==> src/rtl/cpu_bus_responder.sv <==
// Target end of the CPU address/data bus: serves reads from a small aliased RAM
// window on the T1..T4 schedule, commits writes at T4 and logs them in a FIFO.
module cpu_bus_responder #(
  parameter int ADR_BITS  = 4,
  parameter int LOG_DEPTH = 4
) (
  input  logic                         clk,
  input  logic                         reset,
  input  logic [15:0]                  adr,
  input  logic                         rd,
  input  logic                         wr,
  input  logic [7:0]                   dout,
  output logic [7:0]                   din,
  output logic [1:0]                   tphase,
  output logic [7:0]                   mcyc,
  input  logic                         init_we,
  input  logic [ADR_BITS-1:0]          init_adr,
  input  logic [7:0]                   init_data,
  output logic                         log_valid,
  output logic [15:0]                  log_adr,
  output logic [7:0]                   log_data,
  input  logic                         log_pop,
  output logic [$clog2(LOG_DEPTH):0]   log_count,
  output logic                         log_ovf,
  output logic                         err
);

  localparam int PW       = $clog2(LOG_DEPTH);
  localparam int MEM_SIZE = 1 << ADR_BITS;
  localparam logic [PW:0] DEPTH_C = (PW+1)'(LOG_DEPTH);

  logic [7:0]  mem_q [MEM_SIZE];
  logic [15:0] log_adr_mem_q [LOG_DEPTH];
  logic [7:0]  log_dat_mem_q [LOG_DEPTH];

  logic [1:0]  tphase_q, tphase_d;
  logic [7:0]  mcyc_q, mcyc_d;
  logic [15:0] cyc_adr_q, cyc_adr_d;
  logic        cyc_rd_q, cyc_rd_d;
  logic        cyc_wr_q, cyc_wr_d;
  logic [7:0]  din_q, din_d;
  logic [PW-1:0] wptr_q, wptr_d, rptr_q, rptr_d;
  logic [PW:0] count_q, count_d;
  logic        ovf_q, ovf_d;
  logic        err_q, err_d;

  logic        t1, t4, commit, full, pop, push_ok, mem_we_cpu, mem_we_init;
  logic [ADR_BITS-1:0] cyc_idx;

  assign t1      = (tphase_q == 2'd0);
  assign t4      = (tphase_q == 2'd3);
  assign cyc_idx = cyc_adr_q[ADR_BITS-1:0];
  assign commit  = t4 && cyc_wr_q;
  assign full    = (count_q == DEPTH_C);
  assign pop     = log_pop && (count_q != '0);
  assign push_ok = commit && (!full || pop);

  // A CPU commit to the same index overrides a same-edge preload.
  assign mem_we_cpu  = commit && !reset;
  assign mem_we_init = init_we && !(mem_we_cpu && (init_adr == cyc_idx));

  always_comb begin
    tphase_d  = tphase_q + 2'd1;
    mcyc_d    = mcyc_q;
    cyc_adr_d = cyc_adr_q;
    cyc_rd_d  = cyc_rd_q;
    cyc_wr_d  = cyc_wr_q;
    din_d     = cyc_rd_q ? din_q : 8'hFF;
    err_d     = err_q;
    if (t4 && (mcyc_q != 8'hFF)) mcyc_d = mcyc_q + 8'd1;
    if (t1) begin
      cyc_adr_d = adr;
      cyc_rd_d  = rd && !wr;
      cyc_wr_d  = wr && !rd;
      if (rd && wr) err_d = 1'b1;
      din_d = (rd && !wr) ? mem_q[adr[ADR_BITS-1:0]] : 8'hFF;
    end
    if (t4) din_d = 8'hFF;
  end

  always_comb begin
    wptr_d  = wptr_q;
    rptr_d  = rptr_q;
    count_d = count_q;
    ovf_d   = ovf_q;
    if (push_ok) wptr_d = wptr_q + 1'b1;
    if (pop)     rptr_d = rptr_q + 1'b1;
    if (push_ok && !pop)      count_d = count_q + 1'b1;
    else if (!push_ok && pop) count_d = count_q - 1'b1;
    if (commit && full && !pop) ovf_d = 1'b1;
  end

  always_ff @(posedge clk) begin
    if (reset) begin
      tphase_q  <= 2'd0;
      mcyc_q    <= 8'd0;
      cyc_adr_q <= 16'd0;
      cyc_rd_q  <= 1'b0;
      cyc_wr_q  <= 1'b0;
      din_q     <= 8'hFF;
      wptr_q    <= '0;
      rptr_q    <= '0;
      count_q   <= '0;
      ovf_q     <= 1'b0;
      err_q     <= 1'b0;
    end else begin
      tphase_q  <= tphase_d;
      mcyc_q    <= mcyc_d;
      cyc_adr_q <= cyc_adr_d;
      cyc_rd_q  <= cyc_rd_d;
      cyc_wr_q  <= cyc_wr_d;
      din_q     <= din_d;
      wptr_q    <= wptr_d;
      rptr_q    <= rptr_d;
      count_q   <= count_d;
      ovf_q     <= ovf_d;
      err_q     <= err_d;
    end
  end

  // Storage arrays carry no reset; RAM contents survive reset by design.
  always_ff @(posedge clk) begin
    if (mem_we_cpu)  mem_q[cyc_idx]  <= dout;
    if (mem_we_init) mem_q[init_adr] <= init_data;
    if (push_ok && !reset) begin
      log_adr_mem_q[wptr_q] <= cyc_adr_q;
      log_dat_mem_q[wptr_q] <= dout;
    end
  end

  assign din       = din_q;
  assign tphase    = tphase_q;
  assign mcyc      = mcyc_q;
  assign log_valid = (count_q != '0);
  assign log_adr   = log_adr_mem_q[rptr_q];
  assign log_data  = log_dat_mem_q[rptr_q];
  assign log_count = count_q;
  assign log_ovf   = ovf_q;
  assign err       = err_q;

endmodule
==> config.mk <==
export PLATFORM = sky130hd
export DESIGN_NAME = cpu_bus_responder
export DESIGN_NICKNAME = d
export VERILOG_FILES = /design/src/rtl/cpu_bus_responder.sv
export SDC_FILE = /design/constraint.sdc
export NUM_CORES = 1
export LEC_CHECK = 0
export ABC_CLOCK_PERIOD_IN_PS = 2370
export CAP_MARGIN = 0
export CORE_UTILIZATION = 55
export CTS_BUF_LIST = sky130_fd_sc_hd__clkbuf_8
export DETAILED_ROUTE_END_ITERATION = 8
export HOLD_SLACK_MARGIN = 0.08
export PLACE_DENSITY = 0.75
export SLEW_MARGIN = 20
export SYNTH_ARGS = -nofsm -noshare
export SYNTH_HDL_FRONTEND = slang
export SYNTH_SLANG_ARGS = --single-unit
==> constraint.sdc <==
create_clock -name clk -period 2.37 [get_ports clk]
set_input_delay 0.474 -clock clk [delete_from_list [all_inputs] [get_ports clk]]
set_output_delay 0.474 -clock clk [all_outputs]
set_load 0.03 [all_outputs]
* After elaboration in Yosys (flattened, before gate mapping)
Memory sizes are Yosys's and may differ from the RTL's. A register that Yosys moved wholly into a read port is not among the register bits. Index checks and enable logic that the tools add are counted.
Word-level totals: register bits 45, bits in writable memories 224, input port bits 42, output and inout bits 48, logic and storage cells 68, memories 3
Operators by class: add/sub/neg operators 6, equality and inequality tests 5, muxes and demuxes 15, reduce and logical (&&, ||, !) cells 28
Memories:
- mem_q | words 16, width 8, read ports 1, clocked after memory_dff 0, wr ports 2, RTL line 32 | logic [7:0] mem_q [MEM_SIZE];
- log_adr_mem_q | words 4, width 16, read ports 1, clocked after memory_dff 1, wr ports 1, RTL line 33 | logic [15:0] log_adr_mem_q [LOG_DEPTH];
- log_dat_mem_q | words 4, width 8, read ports 1, clocked after memory_dff 1, wr ports 1, RTL line 34 | logic [7:0] log_dat_mem_q [LOG_DEPTH];
Operator list (count):
- 8-bit 2-to-1 mux | 3
- 1-bit logical AND | 15
- 8-bit by 1-bit adder with 8-bit output (second input constant) | 1
- 2-bit 2-to-1 mux | 4
- 8-bit != test (second input constant) | 1
- 1-bit zero test | 7
- 2-bit by 1-bit adder with 2-bit output (second input constant) | 3
- 1-bit 2-to-1 mux | 6
- 3-bit 2-to-1 mux | 2
- 4-bit equality test | 1
- 3-bit by 1-bit adder with 3-bit output (second input constant) | 1
- 3-bit equality test (second input constant) | 1
- 3-bit nonzero test | 1
- 3-bit by 1-bit subtractor with 3-bit output (second input constant) | 1
- 2-bit equality test (second input constant) | 1
- 2-bit zero test | 1
- 2-bit by 1-bit != test with 1-bit output (second input constant) | 1
- 2-bit AND reduction | 1
- 2-bit nonzero test | 1
- 2-bit OR reduction | 1
- 1-bit logical OR | 1

* Depth between registers and ports, before layout
word-level depth 8, depth in mapped cells 10, mapped depth without buffers 9

* Worst setup path after synthesis
No wires, ideal clock.
path type register to register, start point register tphase_q[0], in the netlist tphase[0], end point register count_q[2], in the netlist log_count[2], arrival time 2518 ps, data required time 2300 ps, path slack -218 ps, stages on the path, launching flop included 11, clock period less this slack 2588 ps, cells stage by stage dfxtp_1 > ha_1 > clkbuf_1 > nand2_1 > nor2_1 > ha_1 > inv_1 > fa_1 > xor2_1 > or3_1 > a21oi_1
Between the ends: word-level cells in the longest chain between the ends 6, elaborated cells on any way between the ends 8
RTL lines:
- from (decl) | RTL line 36 | logic [1:0] tphase_q, tphase_d;
- from (signal assigned) | RTL line 107 | tphase_q <= tphase_d;
- 2-bit equality test (*) | RTL line 51 | assign t4 = (tphase_q == 2'd3);
- 1-bit logical AND (*) | RTL line 53 | assign commit = t4 && cyc_wr_q;
- 1-bit logical AND (*) | RTL line 56 | assign push_ok = commit && (!full || pop);
- 1-bit zero test | RTL line 89 | else if (!push_ok && pop) count_d = count_q - 1'b1;
- 1-bit logical AND | RTL line 89
- 2-bit nonzero test (no source line)
- to (signal assigned) | RTL line 115 | count_q <= count_d;
- to (decl) | RTL line 43 | logic [PW:0] count_q, count_d;
Every way passes the cells marked *; elsewhere a longest branch is shown, timed or not. A chain may end at the register's enable or synchronous reset.

==> flow_metrics.py <==
metrics = {
    "finish": {
        "final_cell_area_um2": 15100,
        "finalNonFillerCells": 1248,
        "layout_commonest_cell": "edfxtp_1",
        "layout.nets": 988,
        "area_delta_synth_final_pct": 22.2,
        "layout_common_cells": "224 x edfxtp_1, 124 x mux2_2, 62 x clkdlybuf4s50_1",
        "drive_gt1_frac": 0.374,
        "diodes": 0,
        "n_fill_cell": 1428,
    },
    "global_route": {
        "grt_usage": 0.244,
        "grt_pass1_vias": 7805,
        "grt_max_degree": 34,
        "grt_pass1_wl_um": 43300,
        "antenna_found_initial": 0,
        "overflow": 0,
    },
    "power": {
        "p_leak_nw": 5.31,
        "p_switching_mw": 2.83,
        "finalPower_mw": 11.0,
        "seqPwrFrac": 0.491,
        "intPower_mw": 8.16,
        "p_comb_frac": 0.169,
        "pwr-share-clk": 0.339,
        "powerDensity_nw_per_um2": 727,
        "swShare": 0.258,
        "ir_drop_v": 0.000413,
    },
    "yosys": {
        "synth.cell_area_um2": 12400,
        "seq_area_frac_synth": 0.620,
        "synth_top_family_by_area": "multiplexers",
        "synthesis.nets": 825,
        "yosys.area_share.xor_xnor": 0.00779,
        "synth_compound_gate_area_share": 0.0571,
        "yosys.area_share.simple": 0.0473,
        "synthAdderAreaFrac": 0.00971,
        "synth_edf_count": 224,
        "synth_cell_types": 53,
        "syn_inst": 774,
        "synth.avg_cell_area_um2": 16.0,
        "ys_warn_count": 0,
        "ys_async_sr_fraction": 0,
        "synthFlopType": "edfxtp_1",
        "synthMuxAreaShare": 0.236,
        "ys_seq_elements": 271,
    },
    "placement": {
        "dp_hpwl_um": 18400,
        "post-place-cells": 1171,
        "place_area_um2": 14400,
        "numPortBuffers": 89,
        "place_congestion": 0.840,
    },
    "cts": {
        "cts_hold_buf": 0,
        "cts-root-buf": "clkbuf_8",
        "path_clk_slew_ps": 60,
        "clock-sinks": 271,
        "clk_latency_ps": 550,
        "clockBufferDepth": 3,
        "numCtsBuffers": 43,
        "cts_setup_buffers": 0,
        "cts_tree": "yes",
        "htreeDepth": 2,
    },
    "floorplanning": {
        "die_h_um": 152,
        "dieArea_um2": 23100,
        "dieWidth_um": 152,
        "rows": 54,
        "pin_count": 90,
        "start_util": 0.563,
        "core_um2": 22000,
    },
    "worst_setup_path": {
        "r2r_cells": 6,
        "regToRegSetupSlack_ps": 100,
        "criticalPathCategory": "reg -> out",
        "crit_path_max_incr_delay_ps": 520,
        "cp_max_fo": 12,
        "crit_required_ps": 1900,
        "slowest_stage": "mux4_2",
        "r2r_start": "tphase[0]",
        "worstSetupStartpointType": "flop",
        "crit_chain": "buf_12 > mux4_2 > buf_2",
        "r2r_end": "mem_q[8][3]",
        "cp-end-kind": "output pin",
        "arrival_ps": 1830,
    },
    "timing": {
        "max_slew_margin": 0.400,
        "finalCritPeriodShare": 0.971,
        "worst_slew_pin_slew_ps": 898,
        "rsz0062_at_grt": "true",
        "hold_viol": 0,
        "finalSetupViolCount": 0,
        "skew_ps": 21.0,
        "period_needed_ps": 2300,
        "fmax_mhz": 435,
        "maxSlewViolCount": 0,
    },
    "worst_hold_path": {
        "holdPathEnd": "tphase[0]",
        "min-delay-start": "tphase[0]",
        "min_path_cells": 1,
        "hp-class": "reg -> reg",
    },
    "routing": {
        "drtIter0Drc": 547,
        "wire_per_inst_um": 22.2,
        "via_count": 7426,
        "wl_um": 27600,
        "ant_nets": 0,
        "viasPerCell": 5.95,
        "drcViolationCount": 18,
        "first_pass_iters": 7,
    },
    "run_status": {
        "violations": "design-rule violations",
        "outcome": "finished, violations left",
    },
    "flow_run": {
        "max_cap_viol_count": 0,
    },
}
final cells by class:
type	count	area, um^2	share of cell area
Clock buffer	52	716	0.0473
Clock inverter	24	100	0.00662
Inverter	11	41.3	0.00273
Multi-Input combinational cell	439	4430	0.293
Sequential cell	271	7670	0.508
Tap cell	280	350	0.0232
Timing Repair Buffer	171	1810	0.119
cells by family (layout without fill, tap and decap cells):
| kind of cell | after synthesis | in the layout |
|---|---|---|
| compound gates | 87 | 87 |
| simple gates | 117 | 117 |
| buf+inv | 64 | 258 |
| fa+ha+maj | 9 | 9 |
| xor+xnor | 11 | 11 |
| flops | 271 | 271 |
| mux | 215 | 215 |
worst max-delay path: cells and delay by family (launching register included):
family	cells	cell delay, ps
multiplexers	1	520
flip-flops	1	400
buffers and inverters	2	370
registers in the layout, indices dropped and copies added (netlist names), 2 cells and up, named ones only:
signal	count
mcyc	8
log_adr_mem_q	64
tphase	2
cyc_adr_q	16
log_dat_mem_q	32
log_count	3
din	8
mem_q	128
wptr_q	2
rptr_q	2
synthesized netlist by cell type, drive strengths merged (4+ instances only):
| cell | count | area (um^2) |
|---|---|---|
| clkbuf | 28 | 105 |
| edfxtp | 224 | 6730 |
| nor2 | 51 | 191 |
| mux4 | 45 | 1010 |
| a21oi | 28 | 230 |
| o21ai | 11 | 55.1 |
| o21bai | 11 | 82.6 |
| o2111ai | 5 | 75.1 |
| ha | 8 | 100 |
| nand2 | 19 | 71.3 |
| and3 | 5 | 31.3 |
| xnor2 | 5 | 43.8 |
| nor2b | 5 | 31.3 |
| xor2 | 6 | 52.6 |
| and2 | 5 | 31.3 |
| nand3 | 6 | 30.0 |
| mux2i | 33 | 330 |
| buf | 25 | 134 |
| mux2 | 137 | 1570 |
| o22ai | 8 | 50.1 |
| inv | 11 | 41.3 |
| a211o | 6 | 52.6 |
| dfxtp | 47 | 941 |
| nor3b | 4 | 30.0 |
power groups by stage:
| stage | clock network, mW | registers [mW] | logic (mW) |
|---|---|---|---|
| finish | 3.73 | 5.40 | 1.86 |
| global route | 4.02 | 5.41 | 1.97 |
| CTS | 3.81 | 5.40 | 1.87 |
| detailed placement | 0 | 5.48 | 1.90 |
| global placement | 0 | 5.47 | 1.86 |
| floorplan | 0 | 5.52 | 1.13 |
metal layers:
metal / global-route usage / vias up / share of wire
met3: 0.0445 / 64 / 0.055
li1: - / 3364 / -
met1: 0.307 / 3746 / 0.41
met2: 0.423 / 252 / 0.51
met4: 0.0884 / 0 / 0.027
met5: 0 / - / 0
metrics by stage:
step / utilization / TNS, ps / hold slack [ps] / setup slack, ps
finish: 0.689 / 0 / 437 / 69.2
global route: 0.689 / -6.54 / 459 / -5.53
CTS: 0.688 / 0 / 433 / 3.93
detailed placement: 0.654 / -43960 / 425 / -291
global placement: 0.654 / -35150 / 406 / -287
floorplan: - / 0 / 454 / 14.0
repair_timing:
item / in CTS / in global routing
endpoints found under the setup margin: 20 / 40
resized for setup: 99 / 3
gates cloned: 1 / 0
how the worst max path moves through the flow:
stage,from,endpoint,slack (ps),cells past startpoint
after floorplan,tphase[0],log_count[2],10,10
after global placement,reset,mem_q[8][1],-290,4
after detailed placement,reset,mem_q[9][6],-290,7
after CTS,flop,log_data[3],4,3
after global routing,flop,log_data[5],-6,3
final,flop,log_data[5],70,3
Power figures use the tool's default switching activity.
